File: src/rtl/mdu_pkg.sv
// Shared types and constants for the iterative multiply/divide unit.
package mdu_pkg;

  localparam int ITER  = 32;
  localparam int CNT_W = 6;

  typedef enum logic [2:0] {
    IDLE,
    MULT,
    DIV,
    FIX,
    DONE
  } state_t;

  // Which result path the DONE state publishes.
  typedef enum logic [1:0] {
    OP_MULT,
    OP_DIV,
    OP_DZ
  } op_t;

  function automatic logic [31:0] abs32(input logic [31:0] v);
    return v[31] ? (~v + 32'd1) : v;
  endfunction

endpackage

File: src/rtl/mult_div_unit_div_step.sv
// One restoring-division step: shift in the next dividend bit, trial-subtract
// the divisor, and keep the difference only when it did not go negative.
module div_step (
  input  logic [31:0] rem,
  input  logic [31:0] quo,
  input  logic [31:0] dvs,
  output logic [31:0] rem_nxt,
  output logic [31:0] quo_nxt
);

  logic [32:0] part;
  logic [32:0] trial;

  // A 33-bit partial remainder is needed because |b| can be 2^31.
  always_comb begin
    part  = {rem, quo[31]};
    trial = part - {1'b0, dvs};
    if (trial[32]) begin
      rem_nxt = part[31:0];
      quo_nxt = {quo[30:0], 1'b0};
    end else begin
      rem_nxt = trial[31:0];
      quo_nxt = {quo[30:0], 1'b1};
    end
  end

endmodule

File: src/rtl/mult_div_unit.sv
// Iterative signed multiply/divide unit answering the control unit's
// MultCtrl/DivCtrl start pulses; results are held on hi/lo until the next done.
//
// state | meaning
// IDLE  | waiting for start_mult/start_div; new start allowed during done pulse
// MULT  | 32 radix-2 Booth iterations on {acc, mq, qm1}
// DIV   | 32 restoring-division iterations on |a| / |b|
// FIX   | apply result signs to quotient and remainder
// DONE  | publish hi/lo (or flag divide-by-zero), pulse done next cycle
module mult_div_unit
  import mdu_pkg::*;
#(
  parameter int WIDTH = 32
) (
  input  logic             clk,
  input  logic             reset,
  input  logic             start_mult,
  input  logic             start_div,
  input  logic [WIDTH-1:0] a,
  input  logic [WIDTH-1:0] b,
  output logic             busy,
  output logic             done,
  output logic             div_zero,
  output logic [WIDTH-1:0] hi,
  output logic [WIDTH-1:0] lo
);

  localparam logic [CNT_W-1:0] CNT_LAST = CNT_W'(ITER - 1);

  state_t           state;
  op_t              op;
  logic [CNT_W-1:0] cnt;

  // Multiply: acc is the running high half, mq the multiplier/low half.
  // Divide: mq holds the dividend shifting out / quotient shifting in.
  logic [31:0] acc;
  logic [31:0] mq;
  logic        qm1;
  logic [31:0] mreg;  // multiplicand (a) or divisor magnitude (|b|)
  logic [31:0] rem;
  logic        neg_q;
  logic        neg_r;

  logic [32:0] booth_sum;
  logic [31:0] rem_nxt;
  logic [31:0] quo_nxt;

  // Booth add/subtract, sign-extended to 33 bits so the -2^31 multiplicand
  // cannot overflow before the arithmetic shift.
  always_comb begin
    booth_sum = {acc[31], acc};
    case ({mq[0], qm1})
      2'b01:   booth_sum = {acc[31], acc} + {mreg[31], mreg};
      2'b10:   booth_sum = {acc[31], acc} - {mreg[31], mreg};
      default: booth_sum = {acc[31], acc};
    endcase
  end

  div_step u_div_step (
    .rem     (rem),
    .quo     (mq),
    .dvs     (mreg),
    .rem_nxt (rem_nxt),
    .quo_nxt (quo_nxt)
  );

  // Sequencer with registered busy/done/div_zero and result registers.
  always_ff @(posedge clk or negedge reset) begin
    if (!reset) begin
      state    <= IDLE;
      op       <= OP_MULT;
      cnt      <= '0;
      acc      <= '0;
      mq       <= '0;
      qm1      <= 1'b0;
      mreg     <= '0;
      rem      <= '0;
      neg_q    <= 1'b0;
      neg_r    <= 1'b0;
      busy     <= 1'b0;
      done     <= 1'b0;
      div_zero <= 1'b0;
      hi       <= '0;
      lo       <= '0;
    end else begin
      done     <= 1'b0;
      div_zero <= 1'b0;
      case (state)
        IDLE: begin
          if (start_mult) begin
            acc   <= '0;
            mq    <= b;
            qm1   <= 1'b0;
            mreg  <= a;
            op    <= OP_MULT;
            busy  <= 1'b1;
            state <= MULT;
          end else if (start_div) begin
            busy <= 1'b1;
            if (b == '0) begin
              op    <= OP_DZ;
              state <= DONE;
            end else begin
              rem   <= '0;
              mq    <= abs32(a);
              mreg  <= abs32(b);
              neg_q <= a[31] ^ b[31];
              neg_r <= a[31];
              op    <= OP_DIV;
              state <= DIV;
            end
          end
        end
        MULT: begin
          acc <= booth_sum[32:1];
          mq  <= {booth_sum[0], mq[31:1]};
          qm1 <= mq[0];
          if (cnt == CNT_LAST) begin
            cnt   <= '0;
            state <= DONE;
          end else begin
            cnt <= cnt + 1'b1;
          end
        end
        DIV: begin
          rem <= rem_nxt;
          mq  <= quo_nxt;
          if (cnt == CNT_LAST) begin
            cnt   <= '0;
            state <= FIX;
          end else begin
            cnt <= cnt + 1'b1;
          end
        end
        FIX: begin
          // Truncating division: quotient sign from a^b, remainder follows a.
          mq    <= neg_q ? (~mq + 32'd1) : mq;
          rem   <= neg_r ? (~rem + 32'd1) : rem;
          state <= DONE;
        end
        DONE: begin
          case (op)
            OP_MULT: begin
              hi <= acc;
              lo <= mq;
            end
            OP_DIV: begin
              hi <= rem;
              lo <= mq;
            end
            default: div_zero <= 1'b1;
          endcase
          done  <= 1'b1;
          busy  <= 1'b0;
          state <= IDLE;
        end
        default: begin
          busy  <= 1'b0;
          state <= IDLE;
        end
      endcase
    end
  end

endmodule

File: config.mk
export PLATFORM = sky130hd
export DESIGN_NAME = mult_div_unit
export DESIGN_NICKNAME = d
export VERILOG_FILES = /design/src/rtl/mdu_pkg.sv /design/src/rtl/mult_div_unit_div_step.sv /design/src/rtl/mult_div_unit.sv
export SDC_FILE = /design/constraint.sdc
export NUM_CORES = 1
export LEC_CHECK = 0
export ABC_AREA = 0
export BUFFER_PORTS_ARGS = -buffer_cell sky130_fd_sc_hd__buf_4
export CAP_MARGIN = 20
export CORE_ASPECT_RATIO = 1.25
export CORE_MARGIN = 1.5
export CORE_UTILIZATION = 25
export CTS_BUF_LIST = sky130_fd_sc_hd__clkbuf_4 sky130_fd_sc_hd__clkbuf_8
export DETAILED_ROUTE_END_ITERATION = 16
export PLACE_DENSITY = 0.5
export RECOVER_POWER = 25
export SYNTH_ARGS = -nofsm -noshare
export SYNTH_HDL_FRONTEND = slang
export SYNTH_SLANG_ARGS = --single-unit
File: constraint.sdc
create_clock -name clk -period 7.09 [get_ports clk]
set_input_delay 0.709 -clock clk [delete_from_list [all_inputs] [get_ports clk]]
set_output_delay 0.709 -clock clk [all_outputs]
set_load 0.01 [all_outputs]
; After elaboration in Yosys (flattened, before gate mapping)
; Index checks and enable logic that the tools add are counted.
[word_totals]
ff_bits = 209
inputBits = 68
output_inout_bits = 67
elab_cells = 113
[op_classes]
addsub = 8
n_eq_ne = 20
n_mux = 39
n_bitwise = 8
reduce_logical = 22
[op_table]
columns = operator, count
row1 = 32-bit 2-to-1 mux, 15
row2 = "32-bit by 1-bit adder with 32-bit output, second input constant", 4
row3 = 32-bit NOT, 4
row4 = 32-bit one-hot mux with 2 select lines, 2
row5 = 32-bit one-hot mux with 4 select lines, 1
row6 = 32-bit one-hot mux with 3 select lines, 1
row7 = 33-bit one-hot mux with 2 select lines, 1
row8 = 32-bit by 32-bit adder with 33-bit output, 1
row9 = 32-bit by 32-bit subtractor with 33-bit output, 1
row10 = 33-bit by 32-bit subtractor with 33-bit output, 1
row11 = 32-bit zero test, 1
row12 = "2-bit inequality test, second input constant", 9
row13 = 3-bit 2-to-1 mux, 5
row14 = 3-bit one-hot mux with 4 select lines, 1
row15 = 2-bit AND reduction, 5
row16 = 3-bit AND reduction, 3
row17 = 4-bit AND reduction, 2
row18 = 1-bit 2-to-1 mux, 7
row19 = "6-bit by 1-bit adder with 6-bit output, second input constant", 1
row20 = "3-bit by 2-bit equality test with 1-bit output, second input constant", 2
row21 = "6-bit by 5-bit equality test with 1-bit output, second input constant", 1
row22 = 2-bit 2-to-1 mux, 3
row23 = 6-bit 2-to-1 mux, 1
row24 = "3-bit inequality test, second input constant", 2
row25 = 16 further kinds, 23

; Longest topological paths before layout
; Gate-level depths: netlist of the first run.
[depth]
depth_word = 7
mapped_depth = 18
ltp_nobuf = 18

; Hierarchy
; From an unflattened synthesis of the first run, not the netlist that was laid out.
[hier_totals]
hier_cells = 2123
area_unflattened_um2 = 17500.5
[modules_own_cells]
columns = mod, n_inst, cells_each, area_per_inst_um2, seq_area_each_um2
row1 = mult_div_unit, 1, 1787, 14909.3, 5230.0
row2 = div_step, 1, 336, 2591.2, 0.0

; Least setup slack after synthesis of the first run
; No wires, ideal clock.
[synth_path]
path_type = flip-flop to flip-flop
startpoint = reg mreg[3]
endpoint = reg acc[29]
setup_time_ns = 0.090
arrival_time_ns = 3.750
required_ns = 7.000
setup_slack_ns = 3.250
path_stages_with_launch = 18
n_path_buf = 0
synth_period_minus_slack_ns = 3.840
cell_sequence = dfrtp_1 > nor2_1 > nand4_1 > nor4_1 > nor3b_1 > and2_1 > a21oi_1 > xnor2_1 > ha_1 > a21o_1 > a21o_1 > a21o_1 > a21o_1 > a21oi_1 > o21ai_0 > a2111oi_0 > a31oi_1 > o221ai_1
[synth_between]
elab_chain_cells = 3
elab_cells_between_ends = 4
cone_classes = add/sub: 2 / mux: 2
[synth_rtl]
columns = item, line_no
row1 = from (decl), mult_div_unit.sv:39  ; logic [31:0] mreg;
row2 = from (signal assigned), mult_div_unit.sv:106  ; mreg <= abs32(b);
row3 = 32-bit by 32-bit subtractor with 33-bit output / 32-bit by 32-bit adder with 33-bit output (equally long branches), "mult_div_unit.sv:54, mult_div_unit.sv:53"
row4 = 33-bit one-hot mux with 2 select lines (*), mult_div_unit.sv:52  ; case ({mq[0], qm1})
row5 = 32-bit one-hot mux with 2 select lines (*), mult_div_unit.sv:88  ; case (state)
row6 = to (signal assigned), mult_div_unit.sv:115  ; acc <= booth_sum[32:1];
row7 = to (decl), mult_div_unit.sv:36  ; logic [31:0] acc;
; Mark *: on every way between the ends. The rest lies on a longest branch, timed or not.
; A chain may end at the register's enable or synchronous reset.

; Worst setup path after layout of the first run
; Same ends and word-level chain as after synthesis.

==> impl_metrics.env, run 1 <==
export IMPL_drtIter0Drc=1209
export IMPL_power_switching_uw=5390
export IMPL_max_clock_freq_ghz=0.201
export IMPL_grt_pass1_vias=15411
export IMPL_setup_viol=0
export IMPL_cts_tree="done"
export IMPL_num_rows=104
export IMPL_cp_end_kind="register"
export IMPL_violations="max-capacitance violations, max-slew violations"
export IMPL_fin_crit_sh=0.700
export IMPL_fin_util=0.296
export IMPL_finalNetCount=2208
export IMPL_p_leak_uw=0.00812
export IMPL_place_gp_congestion=0.894
export IMPL_synthesis_nets=2127
export IMPL_layoutNonFillerInstCount=2948
export IMPL_cap_violations=1
export IMPL_fp_dieArea_um2=66900
export IMPL_hold_viol_final=0
export IMPL_ir_drop_uv=178
export IMPL_cts_resized=0
export IMPL_routed_wl_mm=59.3
export IMPL_path_clk_slew_ns=0.07
export IMPL_start_util=0.253
export IMPL_layout_min_cycle_time_ns=4.96
export IMPL_maxSlewHeadroom=-1.64
export IMPL_die_height_um=289
export IMPL_synth_edf_count=0
export IMPL_synth_cells=1986
export IMPL_vias=15620
export IMPL_min_path_cells=3
export IMPL_wl_per_cell_um=20.1
export IMPL_r2r_cells=17
export IMPL_synthAdderAreaFrac=0.0568
export IMPL_drive_gt1_frac=0.146
export IMPL_criticalPathCategory="register to register"
export IMPL_n_antenna_cell=0
export IMPL_post_cts_buffers=0
export IMPL_hp_class="input port to register"
export IMPL_htreeDepth=2
export IMPL_cts_hold_buffers_added=0
export IMPL_synth_mux_area_fraction=0.0604
export IMPL_grt_pass1_wl_mm=92.6
export IMPL_io_pins=135
export IMPL_synth_xor_area_frac=0.0783
export IMPL_syn_to_final_growth_pct=16.9
export IMPL_numCtsBuffers=42
export IMPL_p_int_uw=5380
export IMPL_p_clk_frac=0.139
export IMPL_combPwrFrac=0.625
export IMPL_fillers=7004
export IMPL_clk_insertion_delay_late_ns=0.64
export IMPL_drcViolationCount=0
export IMPL_power_density_nw_per_um2=564
export IMPL_fin_skew_ns=0.0405
export IMPL_ys_seq_area_frac=0.320
export IMPL_synth_top_family_by_area="compound AO/OA/AOI/OAI gates"
export IMPL_critPathMaxFanout=5
export IMPL_antenna_left=0
export IMPL_swShare=0.500
export IMPL_outcome="finished with violations"
export IMPL_port_buffers=134
export IMPL_grt_max_degree=146
export IMPL_drt_pass1_iterations=5
export IMPL_grt_setup_unrepaired="false"
export IMPL_synthArstFlopShare=1.00
export IMPL_p_seq_frac=0.236
export IMPL_arrival_ns=5.43
export IMPL_coreArea_um2=64500
export IMPL_ys_warnings_count=0
export IMPL_die_x_um=232
export IMPL_synth_seq_cells=209
export IMPL_grt_usage=0.176
export IMPL_viasPerCell=5.30
export IMPL_cts_buffer_depth=3
export IMPL_final_max_slew_violation_count=65
export IMPL_root_buffer="clkbuf_8"
export IMPL_dp_hpwl_mm=44.2
export IMPL_postSynthAreaPerCell_um2=8.23
export IMPL_clkSinkCount=209
export IMPL_cp_required_ns=7.56
export IMPL_synth_distinct_cells=85
export IMPL_start_kind="register"
export IMPL_synth_compound_area_share=0.262
export IMPL_grt_ovfl_total=0
export IMPL_antenna_found_initial=0
export IMPL_syn_area_um2=16300
export IMPL_worst_pin_slew_ns=3.96
export IMPL_placed_cells=2871
export IMPL_fin_tns_setup_ns=0
export IMPL_synthFlopType="dfrtp_1"
export IMPL_synth_simple_area_share=0.174
## power by group through the flow
stage | sequential, uW | clock [uW] | combinational [uW]
after global placement | 2540 | 0 | 6630
after global routing | 2630 | 1590 | 7500
after detailed placement | 2550 | 0 | 6700
after CTS | 2530 | 1540 | 6720
after floorplan | 2240 | 0 | 4940
final | 2550 | 1500 | 6730
## synth_stat cells, types with 30 or more instances
library cell / number / area share
a21oi_1: 184 / 0.056
a22oi_1: 37 / 0.017
clkbuf_1: 93 / 0.021
dfrtp_1: 209 / 0.32
ha_1: 71 / 0.054
inv_1: 66 / 0.015
mux2_2: 37 / 0.026
mux2i_1: 57 / 0.035
nand2_1: 164 / 0.038
nand3_1: 30 / 0.0092
nor2_1: 179 / 0.041
nor3_1: 68 / 0.021
o21ai_0: 207 / 0.063
o31ai_1: 38 / 0.017
xnor2_1: 88 / 0.047
xor2_1: 58 / 0.031
## cells by family after synthesis
logic type	after synthesis
AO/OA/AOI/OAI	683
XOR/XNOR	146
adder cells (fa/ha/maj)	73
buffers and inverters	188
flip-flops	209
multiplexers	94
AND/OR/NAND/NOR	593
## area by class of cell
cell class                      instances  area [um^2]  area share
Multi-Input combinational cell       1589        10300       0.542
Sequential cell                       209         5230       0.274
Timing Repair Buffer                  158         1230      0.0647
Tap cell                              848         1060      0.0556
Clock buffer                           53          711      0.0372
Clock inverter                         24          262      0.0137
Inverter                               67          251      0.0132
## routing by layer
layer | vias to the layer above | wire, um | GRT usage
met2 | 557 | 27000 | 0.285
met4 | 0 | 1270 | 0.0508
met3 | 90 | 3650 | 0.0273
met5 | - | 0 | 0
li1 | 7462 | - | -
met1 | 7511 | 27400 | 0.243
## final timing paths
path	startpoint	endpoint	slack, ns
max in group asynchronous	reset	rem[6]	3.36
max	mreg[3]	acc[29]	2.13
min in group asynchronous	reset	lo[24]	1.46
min	start_div	op[1]	0.42
max reg2reg	mreg[3]	acc[29]	2.13
min reg2reg	cnt[4]	cnt[4]	0.48
## worst max-delay path: stages, from the launching register on
cell and delay (ns):
dfrtp_1 0.40, nor2_1 0.27, nand4_1 0.20, nor4_1 0.67, nor3b_1 0.48, and2_1 0.28, nor2_1 0.07, xnor2_1 0.14
ha_1 0.36, nand3_1 0.13, nor3_1 0.25, nand4_1 0.13, nand2_1 0.17, o211ai_1 0.18, o21ai_0 0.52, a2111oi_0 0.22
a31oi_1 0.19, o221ai_1 0.13
## state kept, by name, summed over array words and instances, names as in the netlist, 2 cells and up
register and cells:
acc 32, lo 32, state 3, op 2, mq 32, cnt 6
mreg 32, rem 32, hi 32
## cells in the final DEF, fill, tap and decap left out, drive strengths merged, types with 68 or more instances in the layout
master / netlist / final
nand2: 165 / 165
nor3: 68 / 68
xnor2: 88 / 88
ha: 71 / 71
a21oi: 184 / 184
buf: 26 / 157
nor2: 179 / 179
o21ai: 214 / 214
dfrtp: 209 / 209
inv: 66 / 69
## stage by stage
step                      instance area, um^2  power [uW]  worst slack [ns]  hold slack (ns)
final                                   19100       10800              2.13            0.421
after global routing                    19100       11700              1.82            0.410
after CTS                               19100       10800              2.26           0.0159
after detailed placement                18100        9250              2.31            0.465
after global placement                  18100        9170              2.30            0.467
after floorplan                         16300        7180              3.25            0.413
Power figures use the tool's default switching activity.
==> inputs of run 2 (changes only) <==
==> constraint.sdc (replaced) <==
create_clock -name clk -period 5.2 [get_ports clk]
set_input_delay 0.52 -clock clk [delete_from_list [all_inputs] [get_ports clk]]
set_output_delay 0.52 -clock clk [all_outputs]
set_load 0.01 [all_outputs]
==> run 2 against run 1 <==
  * Cell count down 0.14%
  * Non-clock buffer count rose by 8
  * The flow still finishes with violations (max-capacitance violations, max-slew violations)
  * Critical path depth is 1 higher
  * Critical endpoint unchanged
  * Sequential power increased by 33%
  * Maximum frequency up 7.1%
  * Combinational power increased by 38%
  * Global-route usage down 0.096 points
==> impl_metrics.env, run 2 (synthesis results as in run 1) <==
export IMPL_grt_pass1_wl_mm=92.1
export IMPL_grt_pass1_vias=15445
export IMPL_htreeDepth=2
export IMPL_clk_insertion_delay_late_ns=0.63
export IMPL_r2r_cells=18
export IMPL_finalNetCount=2213
export IMPL_max_clock_freq_ghz=0.216
export IMPL_grt_setup_unrepaired="false"
export IMPL_vias=15662
export IMPL_wl_per_cell_um=20.1
export IMPL_root_buffer="clkbuf_8"
export IMPL_drtIter0Drc=1066
export IMPL_hold_end="op[1]"
export IMPL_layout_commonest_cell="dfrtp_1"
export IMPL_rrSetupSlack_ns=0.56
export IMPL_fin_skew_ns=0.0583
export IMPL_maxSlewHeadroom=-0.979
export IMPL_fp_dieArea_um2=66900
export IMPL_port_buffers=134
export IMPL_die_height_um=289
export IMPL_r2r_start="mreg[3]"
export IMPL_cp_end_kind="register"
export IMPL_violations="max-capacitance violations, max-slew violations"
export IMPL_drt_pass1_iterations=5
export IMPL_final_max_slew_violation_count=107
export IMPL_grt_usage=0.175
export IMPL_cts_tree="done"
export IMPL_place_gp_congestion=0.904
export IMPL_grt_max_degree=107
export IMPL_clkSinkCount=209
export IMPL_antenna_found_initial=0
export IMPL_io_pins=135
export IMPL_antenna_left=0
export IMPL_arrival_ns=5.13
export IMPL_fin_tns_setup_ns=0
export IMPL_hold_viol_final=0
export IMPL_grt_ovfl_total=0
export IMPL_outcome="finished with violations"
export IMPL_n_antenna_cell=0
export IMPL_p_leak_uw=0.00804
export IMPL_hp_class="input port to register"
export IMPL_setup_viol=0
export IMPL_min_path_cells=3
export IMPL_syn_to_final_growth_pct=16.0
export IMPL_routed_wl_mm=59.3
export IMPL_start_kind="register"
export IMPL_worst_pin_slew_ns=2.97
export IMPL_fin_util=0.294
export IMPL_dp_hpwl_mm=44.6
export IMPL_fin_crit_sh=0.892
export IMPL_cap_violations=1
export IMPL_criticalPathCategory="register to register"
export IMPL_hp_start="start_div"
export IMPL_layout_min_cycle_time_ns=4.64
export IMPL_final_cell_mix="dfrtp_1, o21ai_0, a21oi_1"
export IMPL_numCtsBuffers=39
export IMPL_viasPerCell=5.32
export IMPL_start_util=0.253
export IMPL_die_x_um=232
export IMPL_cp_required_ns=5.70
export IMPL_drive_gt1_frac=0.144
export IMPL_critPathMaxFanout=5
export IMPL_ir_drop_uv=206
export IMPL_num_rows=104
export IMPL_cts_buffer_depth=3
export IMPL_path_clk_slew_ns=0.07
export IMPL_power_total_uw=14400
export IMPL_coreArea_um2=64500
export IMPL_drcViolationCount=0
export IMPL_r2r_end="acc[29]"
export IMPL_power_density_nw_per_um2=762
==> run 2: cell types whose count changed in the layout (fill, tap and decap cells not counted), sizes merged <==
cell and delta:
dlygate4sd3 +1, bufinv -5, clkbuf +7, clkinv -13, buf +6
==> run 2: how the worst max path moves through the flow <==
stage | end | slack, ns | start | depth (start not counted)
floorplan | acc[29] | 1.36 | mreg[3] | 17
global placement | acc[31] | 0.53 | mreg[3] | 18
detailed placement | acc[31] | 0.50 | mreg[3] | 18
CTS | acc[31] | 0.43 | mreg[3] | 18
global route | acc[29] | 0.12 | mreg[3] | 17
finish | acc[29] | 0.56 | mreg[3] | 18
==> run 2: routing by layer <==
| metal | routed length [um] | GRT usage |
|---|---|---|
| met3 | 3730 | 0.0281 |
| met1 | 26700 | 0.237 |
| met5 | 0 | 0 |
| met2 | 27400 | 0.287 |
| met4 | 1430 | 0.0528 |
==> run 2: power breakdown <==
group          switching [uW]  total (uW)  internal [uW]
combinational            5500        9320           3820
clock                     783        1710            928
sequential               1020        3400           2380
total                    7310       14400           7130
==> run 2: per-stage QoR <==
step,cell area (um^2),hold slack (ns),setup WS (ns),instances
after floorplan,16300,0.224,1.36,1986
after global placement,18100,0.467,0.528,2877
after detailed placement,18100,0.471,0.503,2878
after CTS,19000,0.178,0.428,2944
after global routing,18900,0.235,0.120,2944
final,18900,0.226,0.563,2944
==> run 2: cell type report <==
cell class / count / area (um^2)
fill: 7016 / 45600
sequential: 209 / 5230
clock buffer: 59 / 756
inverter: 67 / 251
multi-input combinational: 1589 / 10400
timing repair buffer: 166 / 1250
clock inverter: 6 / 43.8
tap: 848 / 1060
==> run 2: worst max-delay path, cell delays in order, from the launching register on <==
cell and delay (ns):
dfrtp_1 0.40, nor2_1 0.27, nand4_1 0.19, nor4_1 0.26, buf_4 0.19, nor3b_1 0.51, and2_1 0.29, a21oi_1 0.10
xnor2_1 0.14, ha_1 0.32, a21o_1 0.21, a21o_1 0.17, a21o_1 0.18, a21o_1 0.19, a21oi_1 0.16, o21ai_1 0.16
a2111oi_0 0.47, a31oi_1 0.07, o221ai_1 0.20
==> run 2: timing repair <==
| item | in CTS | in global routing |
|---|---|---|
| hold buffers | 1 | 0 |
| resized for setup | 0 | 1 |
| buffers inserted | 0 | 0 |
| setup endpoints to repair | 0 | 2 |
| hold endpoints to repair | 22 | 0 |
==> inputs of run 3 (changes only) <==
==> constraint.sdc (replaced) <==
create_clock -name clk -period 5.6 [get_ports clk]
set_input_delay 0.56 -clock clk [delete_from_list [all_inputs] [get_ports clk]]
set_output_delay 0.56 -clock clk [all_outputs]
set_load 0.01 [all_outputs]
==> run 3 against run 2 <==
  * Power fell by 5.3%
  * Highest routed layer unchanged
  * Sequential power fell by 6%
  * Routed wire length rose by 0.45%
  * The run still ends with max-capacitance violations, max-slew violations left
  * Die area did not move
  * Register-to-register slack improved by 0.05 ns
  * Worst setup slack improved by 0.050 ns
  * Via count rose by 1.7%
  * Clock skew fell by 0.020 ns
  * Maximum frequency fell by 7.0%
  * Utilization rose by 0.16 points
  * First-iteration DRC count rose by 38%
==> impl_metrics.env, run 3 (synthesis results as in run 1) <==
export IMPL_p_clk_frac=0.142
export IMPL_grt_pass1_vias=15317
export IMPL_syn_to_final_growth_pct=16.6
export IMPL_path_clk_slew_ns=0.06
export IMPL_maxSlewHeadroom=-1.77
export IMPL_worst_pin_slew_ns=4.16
export IMPL_wl_per_cell_um=20.2
export IMPL_antenna_left=0
export IMPL_p_leak_uw=0.00803
export IMPL_path_cells="nor2_1 -> nand4_1 -> nor4_1 -> nor3b_1 -> and2_1 -> nor2_1 -> xnor2_1 -> ha_1 -> nand3_1 -> nor3_1 -> nand4_1 -> nand2_1 -> o211ai_1 -> o21ai_0 -> a2111oi_0 -> a31oi_1 -> o221ai_1"
export IMPL_die_x_um=232
export IMPL_routed_wl_mm=59.5
export IMPL_viasPerCell=5.39
export IMPL_outcome="finished with violations"
export IMPL_violations="max-capacitance violations, max-slew violations"
export IMPL_hold_viol_final=0
export IMPL_drcViolationCount=0
export IMPL_antenna_found_initial=0
export IMPL_layout_min_cycle_time_ns=4.99
export IMPL_fin_util=0.295
export IMPL_power_density_nw_per_um2=717
export IMPL_layout_commonest_cell="dfrtp_1"
export IMPL_dp_hpwl_mm=44.4
export IMPL_fin_tns_setup_ns=0
export IMPL_cp_required_ns=6.03
export IMPL_n_antenna_cell=0
export IMPL_grt_ovfl_total=0
export IMPL_drive_gt1_frac=0.131
export IMPL_final_cell_mix="dfrtp_1, o21ai_0, a21oi_1"
export IMPL_start_util=0.253
export IMPL_grt_usage=0.174
export IMPL_max_clock_freq_ghz=0.201
export IMPL_p_seq_frac=0.235
export IMPL_grt_pass1_wl_mm=91.7
export IMPL_vias=15921
export IMPL_cts_resized=0
export IMPL_slowest_delay_ns=0.69
export IMPL_io_pins=135
export IMPL_finalNetCount=2212
export IMPL_power_switching_uw=6840
export IMPL_hp_class="input port to register"
export IMPL_p_int_uw=6820
export IMPL_critPathMaxFanout=5
export IMPL_fp_dieArea_um2=66900
export IMPL_setup_viol=0
export IMPL_swShare=0.501
export IMPL_start_kind="register"
export IMPL_crit_slowest_cell="nor4_1"
export IMPL_place_gp_congestion=0.923
export IMPL_htreeDepth=2
export IMPL_combPwrFrac=0.624
export IMPL_die_height_um=289
export IMPL_drt_pass1_iterations=8
export IMPL_num_rows=104
export IMPL_cp_end_kind="register"
export IMPL_cts_buffer_depth=3
export IMPL_root_buffer="clkbuf_8"
export IMPL_drtIter0Drc=1468
export IMPL_coreArea_um2=64500
export IMPL_port_buffers=134
export IMPL_criticalPathCategory="register to register"
export IMPL_ir_drop_uv=218
export IMPL_grt_setup_unrepaired="false"
export IMPL_cts_tree="done"
export IMPL_numCtsBuffers=42
export IMPL_clkSinkCount=209
export IMPL_clk_insertion_delay_late_ns=0.62
export IMPL_grt_max_degree=126
export IMPL_fin_skew_ns=0.0382
export IMPL_cap_violations=1
export IMPL_final_max_slew_violation_count=85
export IMPL_arrival_ns=5.41
export IMPL_fin_crit_sh=0.891
[run 3: cell types whose count changed in the layout (fill, tap and decap cells not counted), moves of 2 or more]
cell and change:
buf_4 -39, clkbuf_4 -4, inv_6 -2, clkbuf_8 +6, clkinv_2 +6, bufinv_16 +5, clkbuf_1 +33
[run 3: timing repair]
item / 4_1_cts / 5_1_grt
buffers inserted: 0 / 0
hold endpoints to repair: 84 / 0
setup endpoints to repair: 0 / 0
hold buffers: 1 / 0
[run 3: worst paths after layout]
check | depth (start not counted) | start | slack (ns) | to
worst max-delay path | 17 | mreg[3] | 0.61 | acc[29]
worst min-delay path | 3 | a[26] | 0.28 | mreg[26]
worst max register to register | 17 | mreg[3] | 0.61 | acc[29]
worst min register to register | 1 | cnt[4] | 0.49 | cnt[4]
max in group asynchronous | 2 | reset | 1.17 | hi[5]
min in group asynchronous | 2 | reset | 2.03 | lo[24]
[run 3: critical path, delay by kind of cell (launching register included)]
family | cells | cell delay, ns
compound gates | 5 | 1.26
xor+xnor | 1 | 0.14
fa+ha+maj | 1 | 0.37
flops | 1 | 0.40
simple gates | 10 | 2.60
[run 3: final cells by class]
type | instances | area (um^2)
fill | 7017 | 45500
timing repair buffer | 162 | 1140
tap | 848 | 1060
multi-input combinational | 1589 | 10300
clock buffer | 61 | 808
clock inverter | 16 | 214
sequential | 209 | 5230
inverter | 67 | 251
[run 3: through the flow]
step	area (um^2)	power [uW]	hold slack (ns)	setup slack, ns	instances
after CTS	19200	13800	0.239	0.718	2951
after floorplan	16300	9090	0.264	1.76	1986
after detailed placement	18100	11800	0.475	0.793	2873
after global routing	19000	14800	0.281	0.287	2952
after global placement	18100	11600	0.468	0.795	2872
final	19000	13700	0.283	0.613	2952
[run 3: power by group through the flow]
stage / clock, uW / sequential (uW) / combinational [uW]
floorplan: 0 / 2840 / 6250
global placement: 0 / 3200 / 8440
detailed placement: 0 / 3210 / 8560
CTS: 2000 / 3190 / 8590
global route: 2060 / 3300 / 9420
finish: 1940 / 3200 / 8520
[run 3: routing by layer]
layer / GRT usage / routed length [um] / part of all wire / up-vias
li1: - / - / - / 7480
met1: 0.235 / 26600 / 0.45 / 7692
met2: 0.281 / 27200 / 0.46 / 626
met3: 0.0295 / 3830 / 0.064 / 123
met4: 0.0601 / 1820 / 0.031 / 0
met5: 0 / 0 / 0 / -
